## src/rtl/cpu_trace_buffer.sv

```systemverilog
`default_nettype none
// ============================================================================
// Module      : cpu_trace_buffer
// Description : PC/ALU execution-trace capture beside the CPU core. Records
//               each new (pc, alu) pair into a circular buffer, triggers on a
//               PC match or a detected halt, captures POST_TRIG further
//               samples, freezes, then reads out oldest-first via pops.
// Revision    : 1.0 - initial release
// ============================================================================
module cpu_trace_buffer #(
  parameter int ADDR_W      = 24,
  parameter int DATA_W      = 24,
  parameter int DEPTH       = 16,
  parameter int POST_TRIG   = 8,
  parameter int HALT_CYCLES = 8
) (
  input  logic                     clk,
  input  logic                     rst,
  input  logic [ADDR_W-1:0]        pc_in,
  input  logic [DATA_W-1:0]        alu_in,
  input  logic                     arm,
  input  logic                     trig_en,
  input  logic [ADDR_W-1:0]        trig_pc,
  input  logic                     halt_trig,
  input  logic                     rd_en,
  output logic                     rd_valid,
  output logic [ADDR_W-1:0]        rd_pc,
  output logic [DATA_W-1:0]        rd_alu,
  output logic [$clog2(DEPTH):0]   count,
  output logic [1:0]               state,
  output logic                     halted
);

  localparam int c_PTR_W = $clog2(DEPTH);
  localparam int c_CNT_W = c_PTR_W + 1;
  localparam int c_HC_W  = $clog2(HALT_CYCLES);

  localparam logic [c_CNT_W-1:0] c_FULL      = c_CNT_W'(DEPTH);
  localparam logic [c_HC_W-1:0]  c_HC_MAX    = c_HC_W'(HALT_CYCLES - 1);
  // Post-trigger counter value on which the final window sample lands.
  localparam logic [c_PTR_W-1:0] c_POST_LAST = c_PTR_W'((POST_TRIG > 0) ? POST_TRIG - 1 : 0);

  typedef enum logic [1:0] {
    ST_IDLE  = 2'd0,
    ST_ARMED = 2'd1,
    ST_POST  = 2'd2,
    ST_DONE  = 2'd3
  } state_t;

  state_t               r_state;
  state_t               w_state_next;

  logic [ADDR_W-1:0]    r_mem_pc  [DEPTH];
  logic [DATA_W-1:0]    r_mem_alu [DEPTH];
  logic [c_PTR_W-1:0]   r_wr_ptr;
  logic [c_PTR_W-1:0]   r_rd_ptr;
  logic [c_CNT_W-1:0]   r_count;
  logic [c_PTR_W-1:0]   r_post_cnt;
  logic [c_PTR_W-1:0]   w_post_cnt_next;

  logic [ADDR_W-1:0]    r_last_pc;
  logic                 r_first;
  logic [c_HC_W-1:0]    r_halt_cnt;
  logic [c_HC_W-1:0]    w_halt_cnt_next;
  logic                 r_halted;
  logic                 w_halted_next;

  logic                 r_rd_valid;
  logic [ADDR_W-1:0]    r_rd_pc;
  logic [DATA_W-1:0]    r_rd_alu;

  logic                 w_pc_same;
  logic                 w_capturing;
  logic                 w_capture;
  logic                 w_trig_hit;
  logic                 w_halt_event;
  logic                 w_pop;

  // Per-cycle event decode; arm overrides every capture, trigger and pop.
  always_comb begin
    w_pc_same       = (pc_in == r_last_pc);
    w_halt_cnt_next = r_halt_cnt;
    if (!w_pc_same) begin
      w_halt_cnt_next = '0;
    end else if (r_halt_cnt != c_HC_MAX) begin
      w_halt_cnt_next = r_halt_cnt + 1'b1;
    end
    w_halted_next = (w_halt_cnt_next == c_HC_MAX);
    w_capturing   = (r_state == ST_ARMED) || (r_state == ST_POST);
    w_capture     = w_capturing && (r_first || !w_pc_same) && !arm;
    w_trig_hit    = (r_state == ST_ARMED) && w_capture && trig_en && (pc_in == trig_pc);
    w_halt_event  = (r_state == ST_ARMED) && halt_trig && w_halted_next && !r_halted && !arm;
    w_pop         = (r_state == ST_DONE) && (r_count != '0) && rd_en && !arm;
  end

  // Next-state logic and post-trigger sample counting.
  always_comb begin
    w_state_next    = r_state;
    w_post_cnt_next = r_post_cnt;
    if (arm) begin
      w_state_next    = ST_ARMED;
      w_post_cnt_next = '0;
    end else begin
      case (r_state)
        ST_IDLE: begin
          w_state_next = ST_IDLE;
        end
        ST_ARMED: begin
          // A PC match wins over a simultaneous halt edge so the sample is kept.
          if (w_trig_hit || w_halt_event) begin
            w_state_next    = (POST_TRIG == 0) ? ST_DONE : ST_POST;
            w_post_cnt_next = '0;
          end
        end
        ST_POST: begin
          if (w_capture) begin
            if (r_post_cnt == c_POST_LAST) begin
              w_state_next = ST_DONE;
            end else begin
              w_post_cnt_next = r_post_cnt + 1'b1;
            end
          end
        end
        ST_DONE: begin
          w_state_next = ST_DONE;
        end
        default: begin
          w_state_next = ST_IDLE;
        end
      endcase
    end
  end

  // State register and post-trigger counter.
  always_ff @(posedge clk) begin
    if (rst) begin
      r_state    <= ST_IDLE;
      r_post_cnt <= '0;
    end else begin
      r_state    <= w_state_next;
      r_post_cnt <= w_post_cnt_next;
    end
  end

  // PC history, first-sample flag and halt detection.
  always_ff @(posedge clk) begin
    if (rst) begin
      r_last_pc  <= '0;
      r_first    <= 1'b0;
      r_halt_cnt <= '0;
      r_halted   <= 1'b0;
    end else begin
      r_last_pc <= pc_in;
      if (arm) begin
        r_first    <= 1'b1;
        r_halt_cnt <= '0;
        r_halted   <= 1'b0;
      end else begin
        r_first    <= 1'b0;
        r_halt_cnt <= w_halt_cnt_next;
        r_halted   <= w_halted_next;
      end
    end
  end

  // Sample storage; contents need no reset because count gates every read.
  always_ff @(posedge clk) begin
    if (w_capture) begin
      r_mem_pc[r_wr_ptr]  <= pc_in;
      r_mem_alu[r_wr_ptr] <= alu_in;
    end
  end

  // Circular-buffer pointers and occupancy; a full buffer drops its oldest entry.
  always_ff @(posedge clk) begin
    if (rst || arm) begin
      r_wr_ptr <= '0;
      r_rd_ptr <= '0;
      r_count  <= '0;
    end else if (w_capture) begin
      r_wr_ptr <= r_wr_ptr + 1'b1;
      if (r_count == c_FULL) begin
        r_rd_ptr <= r_rd_ptr + 1'b1;
      end else begin
        r_count <= r_count + 1'b1;
      end
    end else if (w_pop) begin
      r_rd_ptr <= r_rd_ptr + 1'b1;
      r_count  <= r_count - 1'b1;
    end
  end

  // Readout port: one-cycle pop latency, data held between pops.
  always_ff @(posedge clk) begin
    if (rst) begin
      r_rd_valid <= 1'b0;
      r_rd_pc    <= '0;
      r_rd_alu   <= '0;
    end else begin
      r_rd_valid <= w_pop;
      if (w_pop) begin
        r_rd_pc  <= r_mem_pc[r_rd_ptr];
        r_rd_alu <= r_mem_alu[r_rd_ptr];
      end
    end
  end

  assign rd_valid = r_rd_valid;
  assign rd_pc    = r_rd_pc;
  assign rd_alu   = r_rd_alu;
  assign count    = r_count;
  assign state    = r_state;
  assign halted   = r_halted;

endmodule
`default_nettype wire

```

## config.mk

```make
export PLATFORM = sky130hd
export DESIGN_NAME = cpu_trace_buffer
export DESIGN_NICKNAME = d
export VERILOG_FILES = /design/src/rtl/cpu_trace_buffer.sv
export SDC_FILE = /design/constraint.sdc
export NUM_CORES = 1
export LEC_CHECK = 0
export BUFFER_PORTS_ARGS = -buffer_cell sky130_fd_sc_hd__buf_2
export CORE_MARGIN = 10
export CORE_UTILIZATION = 43
export DETAILED_ROUTE_END_ITERATION = 6
export PLACE_DENSITY = 0.66
export SLEW_MARGIN = 10
export SYNTH_ARGS = -nofsm -noshare
export SYNTH_HDL_FRONTEND = slang
export SYNTH_SLANG_ARGS = --single-unit
```

## constraint.sdc

```tcl
create_clock -name clk -period 5.6 [get_ports clk]
set_input_delay 0.56 -clock clk [delete_from_list [all_inputs] [get_ports clk]]
set_output_delay 0.56 -clock clk [all_outputs]
set_load 0.02 [all_outputs]
```

==> impl_metrics.yaml, run 1 <==
drt:
  ant_nets: 0
  drc: 0
  wl_mm: 76.89
  vias_per_cell: 5.591
  avgRoutedWirePerCell_um: 26.92
  firstDrtPassIters: 5
  num_vias: 15968
  drtIter0Drc: 1427
sta:
  hold_viol: 0
  fmax_mhz: 287.6
  period_needed_ns: 3.477
  rsz0062_at_grt: "false"
  worstMarginPinSlew_ns: 1.147
  report.final.slew_viol_count: 0
  finalSetupViolCount: 0
  slew_headroom_pct: 23.23
  period_share_pct: 62.08
  fin_tns_setup_ns: 0
  fin_skew_ns: 0.02796
floorplan:
  core_sq_mm: 0.07620
  fp.dieH_um: 297.7
  die_area_sq_mm: 0.08863
  die_w_um: 297.7
  initial_core_util_pct: 43.52
  io_pins: 135
  fp-row-count: 101
status:
  outcome: "finished, final reports clean"
worst_setup_path:
  required_ns: 5.92
  critPathLaunchType: "register"
  slowest_stage: "nor2_4"
  end_kind: "register"
  path_cells: "inv_1 -> ha_1 -> nand2b_1 -> a21oi_4 -> nand2_1 -> nor2_4 -> buf_12"
  reg2reg_depth: 7
  reg2reg_setup_slack_ns: 2.12
  cpPeakStageDelay_ns: 0.96
  path_class: "reg -> reg"
  cp_max_fo: 25
  arrival_ns: 3.79
global_routing:
  grtUsageTotal_pct: 17.32
  grt_overflow: 0
  grt_start_max_net_pins: 108
  grt_pass1_vias: 16872
  grt_pass1_wl_mm: 115.0
  grt_antenna_before_repair: 8
cts:
  post-cts-setup-buffers: 0
  clock_latency_ns: 0.65
  cts_max_level: 3
  cts_root_buffer: "clkbuf_16"
  ctsLongestPathBuffers: 3
  ctsResizeCount: 0
  cts_made_buffers: 88
  cts_num_sinks: 865
  clk_pin_slew_worst_paths_ns: 0.06
  hold_buffers: 0
  cts_tree: "done"
yosys:
  synth_top_area_share_pct: 69.54
  synth_cells: 1573
  synth_top_area_cell: "edfxtp_1"
  yosysSeqAreaShare_pct: 75.40
  syn_area_sq_mm: 0.03316
  ys_seq_elements: 865
  ys.flop_type: "edfxtp_1"
  yosysUniqueCellTypes: 55
  ys_warn_count: 0
  synth_area_leaders: "edfxtp_1 (70%), mux4_2 (16%), dfxtp_1 (5.9%)"
  syn-num-nets: 1666
  async_reset_ff_share_pct: 0
  syn_avg_cell_area_sq_um: 21.08
  synth_edf_count: 768
cells_and_area:
  fillers: 6008
  final_layout_size_suffix_gt1_share_pct: 31.96
  fin_util_pct: 50.27
  syn2layout_area_growth_pct: 15.52
  nets: 1842
placed_design:
  hpwl_mm: 45.57
  port_buffers: 134
  gp_congestion: 0.7816
hold_path:
  min_path_cells: 1
  holdCritPathClass: "in -> reg"
power:
  worst_ir_drop_vdd_mv: 0.2821
  p_leak_uw: 0.01192
  power_density_mw_per_mm2: 352.3
  total_power_uw: 13500
flow_run:
  maxCapViolations: 0
==> flip-flops by register name, indices dropped and copies added (netlist names), 2 cells and up <==
signal,flops
count,5
r_halt_cnt,3
r_last_pc,24
r_mem_alu,384
r_mem_pc,384
r_post_cnt,4
r_rd_ptr,4
r_wr_ptr,4
rd_alu,24
rd_pc,24
state,2
==> routing by layer <==
layer / routed length [um] / vias up / global-route usage (%)
li1: - / 6789 / -
met1: 31960 / 8495 / 23.67
met2: 37680 / 559 / 27.90
met3: 5661 / 115 / 3.981
met4: 1529 / 10 / 4.307
met5: 54 / - / 0
==> metrics by stage <==
| step | std cells | setup slack, ns | hold slack (ns) | cell area [sq um] |
|---|---|---|---|---|
| after CTS | 2854 | 2.062 | 0.2650 | 38300 |
| final | 2856 | 2.123 | 0.3057 | 38310 |
| after floorplan | 1573 | 0.1888 | 0.4554 | 33160 |
| after global placement | 2689 | 1.684 | 0.4414 | 35310 |
| after detailed placement | 2689 | 1.535 | 0.4446 | 35310 |
| after global routing | 2854 | 1.913 | 0.2883 | 38300 |
==> cell usage in the layout (no fill, tap or decap), types with 3 or more instances in the layout <==
| cell type | count |
|---|---|
| a21oi_1 | 55 |
| buf_12 | 15 |
| buf_2 | 133 |
| buf_4 | 18 |
| bufinv_16 | 11 |
| clkbuf_1 | 16 |
| clkbuf_16 | 89 |
| clkbuf_8 | 7 |
| clkinv_1 | 8 |
| clkinv_2 | 18 |
| clkinvlp_4 | 6 |
| dfxtp_1 | 93 |
| dfxtp_4 | 3 |
| edfxtp_1 | 768 |
| ha_1 | 14 |
| inv_1 | 8 |
| inv_6 | 5 |
| mux2i_1 | 6 |
| mux4_2 | 240 |
| nand2_1 | 111 |
| nand2b_1 | 3 |
| nand3_1 | 7 |
| nand4_1 | 11 |
| nor2_1 | 20 |
| nor2_4 | 12 |
| nor2b_1 | 24 |
| nor3_1 | 3 |
| nor3_2 | 4 |
| nor3b_1 | 3 |
| nor4_1 | 4 |
| xnor2_1 | 34 |
| xor2_1 | 23 |
==> synthesized netlist by cell type (7+ instances only) <==
cell type	n
inv_1	8
ha_1	14
dfxtp_1	97
buf_2	19
xor2_1	23
nand3_1	7
nor3_1	7
nand4_1	11
xnor2_1	34
clkbuf_1	43
mux4_2	240
nand2_1	111
nor2b_1	24
edfxtp_1	768
nor2_1	32
a21oi_1	55
buf_1	8
==> worst max-delay path, delay by kind of cell, from the launching register on <==
family,cells,cell delay [ns]
AO/OA/AOI/OAI,1,0.44
adder cells (fa/ha/maj),1,0.36
buffers and inverters,2,0.41
flip-flops,1,0.45
AND/OR/NAND/NOR,3,1.46
==> layout make-up <==
class,instances,area [sq um],area share [%]
clock buffer,112,2384,6.222
sequential,865,25020,65.30
clock inverter,53,614.3,1.604
inverter,8,30.03,0.07839
antenna,2,5.005,0.01306
tap,1030,1289,3.364
multi-input combinational,620,7870,20.54
timing repair buffer,166,1101,2.874
==> power breakdown <==
part	switching (uW)	internal (uW)	total (uW)	leakage [uW]
Sequential	19.1	7070	7090	0.00770
Combinational	262	133	395	0.00276
Clock	2470	3550	6010	0.00146
==> final timing paths <==
path / to / start
setup / recovery: r_mem_alu[8][14]$_DFFE_PP_ / state[0]$_SDFFE_PP0P_
hold / removal: r_mem_alu[0][20]$_DFFE_PP_ / alu_in[20]
setup reg to reg: r_mem_alu[8][14]$_DFFE_PP_ / state[0]$_SDFFE_PP0P_
hold reg to reg: rd_alu[12]$_SDFFE_PP0P_ / rd_alu[12]$_SDFFE_PP0P_
==> logic make-up (layout without fill, tap and decap cells) <==
group	after synthesis	after routing	synth area share [%]
xor+xnor	57	57	1.505
buf+inv	88	339	1.226
compound gates	78	78	1.437
fa+ha+maj	15	15	0.5886
mux	248	248	16.62
flops	865	865	75.40
other cells	0	2	0
simple gates	222	222	3.226
(Power assumes the default switching activity.)
==> run 2: changes to the inputs <==
Settings changed: ABC_AREA set to 1, PLACE_DENSITY 0.66 to 0.64.
Clock period 5.6 ns to 3.25 ns, I/O delays scaled along.
==> run 2 against run 1 <==
Clock power up 71%. Clock skew is 0.0061 ns higher. Cell count rose by 46%. Combinational power rose to 3.6 times the previous value. Sequential share of layout area decreased by 2.4 points. Largest cell class unchanged. First-iteration DRC count grew 89%. Utilization fell by 0.056 points. Routed wire length rose by 21%. Clock-buffer cell count rose by 10. Via count is 43% higher. Global-route usage rose by 2.6 points. Non-clock buffer count is 62 higher.
==> impl_metrics.yaml, run 2 <==
status:
  outcome: "finished, final reports clean"
cts:
  cts_num_sinks: 865
  clock_latency_ns: 0.65
  ctsLongestPathBuffers: 3
  clk_pin_slew_worst_paths_ns: 0.06
  cts_tree: "done"
  cts_made_buffers: 88
  post-cts-setup-buffers: 0
  cts_max_level: 3
  cts_root_buffer: "clkbuf_16"
worst_setup_path:
  critPathLaunchType: "input port"
  cp_max_fo: 48
  crit_buf_inv: 6
  path_cells: "dlygate4sd3_1 -> buf_2 -> inv_2 -> nand2_1 -> nand2_1 -> clkinv_1 -> nand2_1 -> nor2_1 -> nand2_1 -> nor2_2 -> nand3_2 -> nand3_4 -> inv_1 -> nand2_1 -> nor2_4 -> buf_12"
  required_ns: 3.54
  path_class: "in -> reg"
  slowest_stage: "dlygate4sd3_1"
  arrival_ns: 3.05
  path_delay_family: "buffers and inverters"
  cpMostUsedCell: "nand2_1"
  end_kind: "register"
  cpPeakStageDelay_ns: 0.56
power:
  worst_ir_drop_vdd_mv: 0.4269
  p_leak_uw: 0.01429
  power_density_mw_per_mm2: 601.8
placed_design:
  dp_slack_ns: 0.3374
  gp_congestion: 0.8801
  port_buffers: 134
  hpwl_mm: 54.90
global_routing:
  grtUsageTotal_pct: 19.89
  grt_start_max_net_pins: 122
  grt_antenna_before_repair: 8
  grt_pass1_vias: 21743
  grt_pass1_wl_mm: 138.2
  grt_overflow: 0
cells_and_area:
  reg.largest.list: "r_mem_alu (384), r_mem_pc (384)"
  final_common_cell: "edfxtp_1"
  final_layout_size_suffix_gt1_share_pct: 12.90
  final_cell_mix: "edfxtp_1 (768), nor2_1 (663), o21ai_0 (454)"
  syn2layout_area_growth_pct: 15.50
  nets: 3127
sta:
  fin_tns_setup_ns: 0
  period_needed_ns: 2.769
  fin_skew_ns: 0.03405
  rsz0062_at_grt: "false"
  worstMarginPinSlew_ns: 0.9394
  worst_slack_ns: 0.4810
  slew_headroom_pct: 37.38
  hold_viol: 0
  fmax_mhz: 361.1
  period_share_pct: 85.20
  report.final.slew_viol_count: 0
  finalSetupViolCount: 0
flow_run:
  maxCapViolations: 0
drt:
  maxUsedRoutingLayer: "met5"
  drtIter0Drc: 2704
  num_vias: 22913
  firstDrtPassIters: 5
  avgRoutedWirePerCell_um: 22.34
  wl_met1_mm: 40.74
  drc: 0
  ant_nets: 0
  vias_per_cell: 5.507
  wl_met3_mm: 9.027
  wl_mm: 92.94
  wl_met2_mm: 41.25
yosys:
  syn-num-nets: 2987
  synth_top_cells_by_count: "edfxtp_1 (768), nor2_1 (679), o21ai_0 (454)"
  yosysSeqAreaShare_pct: 72.56
  syn_area_sq_mm: 0.03446
  ys.flop_type: "edfxtp_1"
  synth_area_leaders: "edfxtp_1 (67%), nor2_1 (7.4%), o21ai_0 (6.6%)"
  syn_avg_cell_area_sq_um: 11.91
  ys_seq_elements: 865
  async_reset_ff_share_pct: 0
  yosysMostFrequentCell: "edfxtp_1"
  synth_top_area_cell: "edfxtp_1"
  synth_edf_count: 768
  synth_cells: 2894
  yosysUniqueCellTypes: 38
  ys_warn_count: 0
  synth_top_area_share_pct: 66.93
floorplan:
  initial_core_util_pct: 43.48
  fp.dieH_um: 303.1
  die_area_sq_mm: 0.09186
  fp-row-count: 103
  io_pins: 135
  die_w_um: 303.1
  core_sq_mm: 0.07926
hold_path:
  holdCritPathClass: "in -> reg"
[run 2: per-layer routing]
| metal | global-route usage [%] | up-vias |
|---|---|---|
| met4 | 5.408 | 12 |
| met5 | 0.6875 | - |
| li1 | - | 10641 |
| met1 | 28.35 | 11223 |
| met3 | 5.552 | 118 |
| met2 | 29.48 | 919 |
[run 2: area by class of cell]
type / instances / area [sq um]
Inverter: 148 / 574.3
Multi-Input combinational cell: 1703 / 8222
Fill cell: 6847 / 39460
Tap cell: 1050 / 1314
Clock inverter: 43 / 460.4
Timing Repair Buffer: 228 / 1712
Sequential cell: 865 / 25020
Clock buffer: 122 / 2495
Antenna cell: 2 / 5.005
[run 2: logic make-up after synthesis]
group,count (synthesis),share of synthesized area [%]
simple gates,882,9.967
fa+ha+maj,15,0.5664
compound gates,785,12.42
buf+inv,326,3.954
flops,865,72.56
xor+xnor,21,0.5338
[run 2: path summary, 6_finish.rpt]
kind,from,end,slack (ns),cells after the start
setup / recovery,pc_in[1],r_mem_alu[5][4]$_DFFE_PP_,0.48,16
hold / removal,pc_in[13],r_last_pc[13]$_SDFF_PP0_,0.03,3
setup reg to reg,r_rd_ptr[0]$_SDFFE_PP0P_,rd_alu[2]$_SDFFE_PP0P_,0.50,9
hold reg to reg,r_wr_ptr[2]$_SDFFE_PP0P_,r_wr_ptr[2]$_SDFFE_PP0P_,0.52,2
[run 2: tightest hold or removal path, delay by kind of cell]
| family | cells | cell delay [ns] |
|---|---|---|
| buf+inv | 2 | 0.24 |
| simple gates | 1 | 0.05 |
[run 2: power breakdown]
group          leakage [uW]  internal, uW  switching (uW)
clock               0.00146          6030            4240
combinational       0.00513           405            1010
sequential          0.00771         12200            55.9
total                0.0143         18700            5300
[run 2: timing repair]
action	4_1_cts	5_1_grt
gates resized for setup	0	0
hold buffers	8	0
setup endpoints to repair	0	0
endpoints found under the hold margin	16	0
[run 2: metrics by stage]
step / hold slack, ns / instance area (sq um) / power [uW] / instances / util [%]
floorplan: 0.4239 / 34460 / 13290 / 2894 / -
global placement: 0.4925 / 36760 / 13890 / 3986 / 46.38
detailed placement: 0.5210 / 36760 / 13900 / 3986 / 46.38
CTS: 0.001766 / 39800 / 24090 / 4159 / 50.21
global route: 0.03286 / 39800 / 24700 / 4160 / 50.21
finish: 0.03487 / 39800 / 23950 / 4161 / 50.22
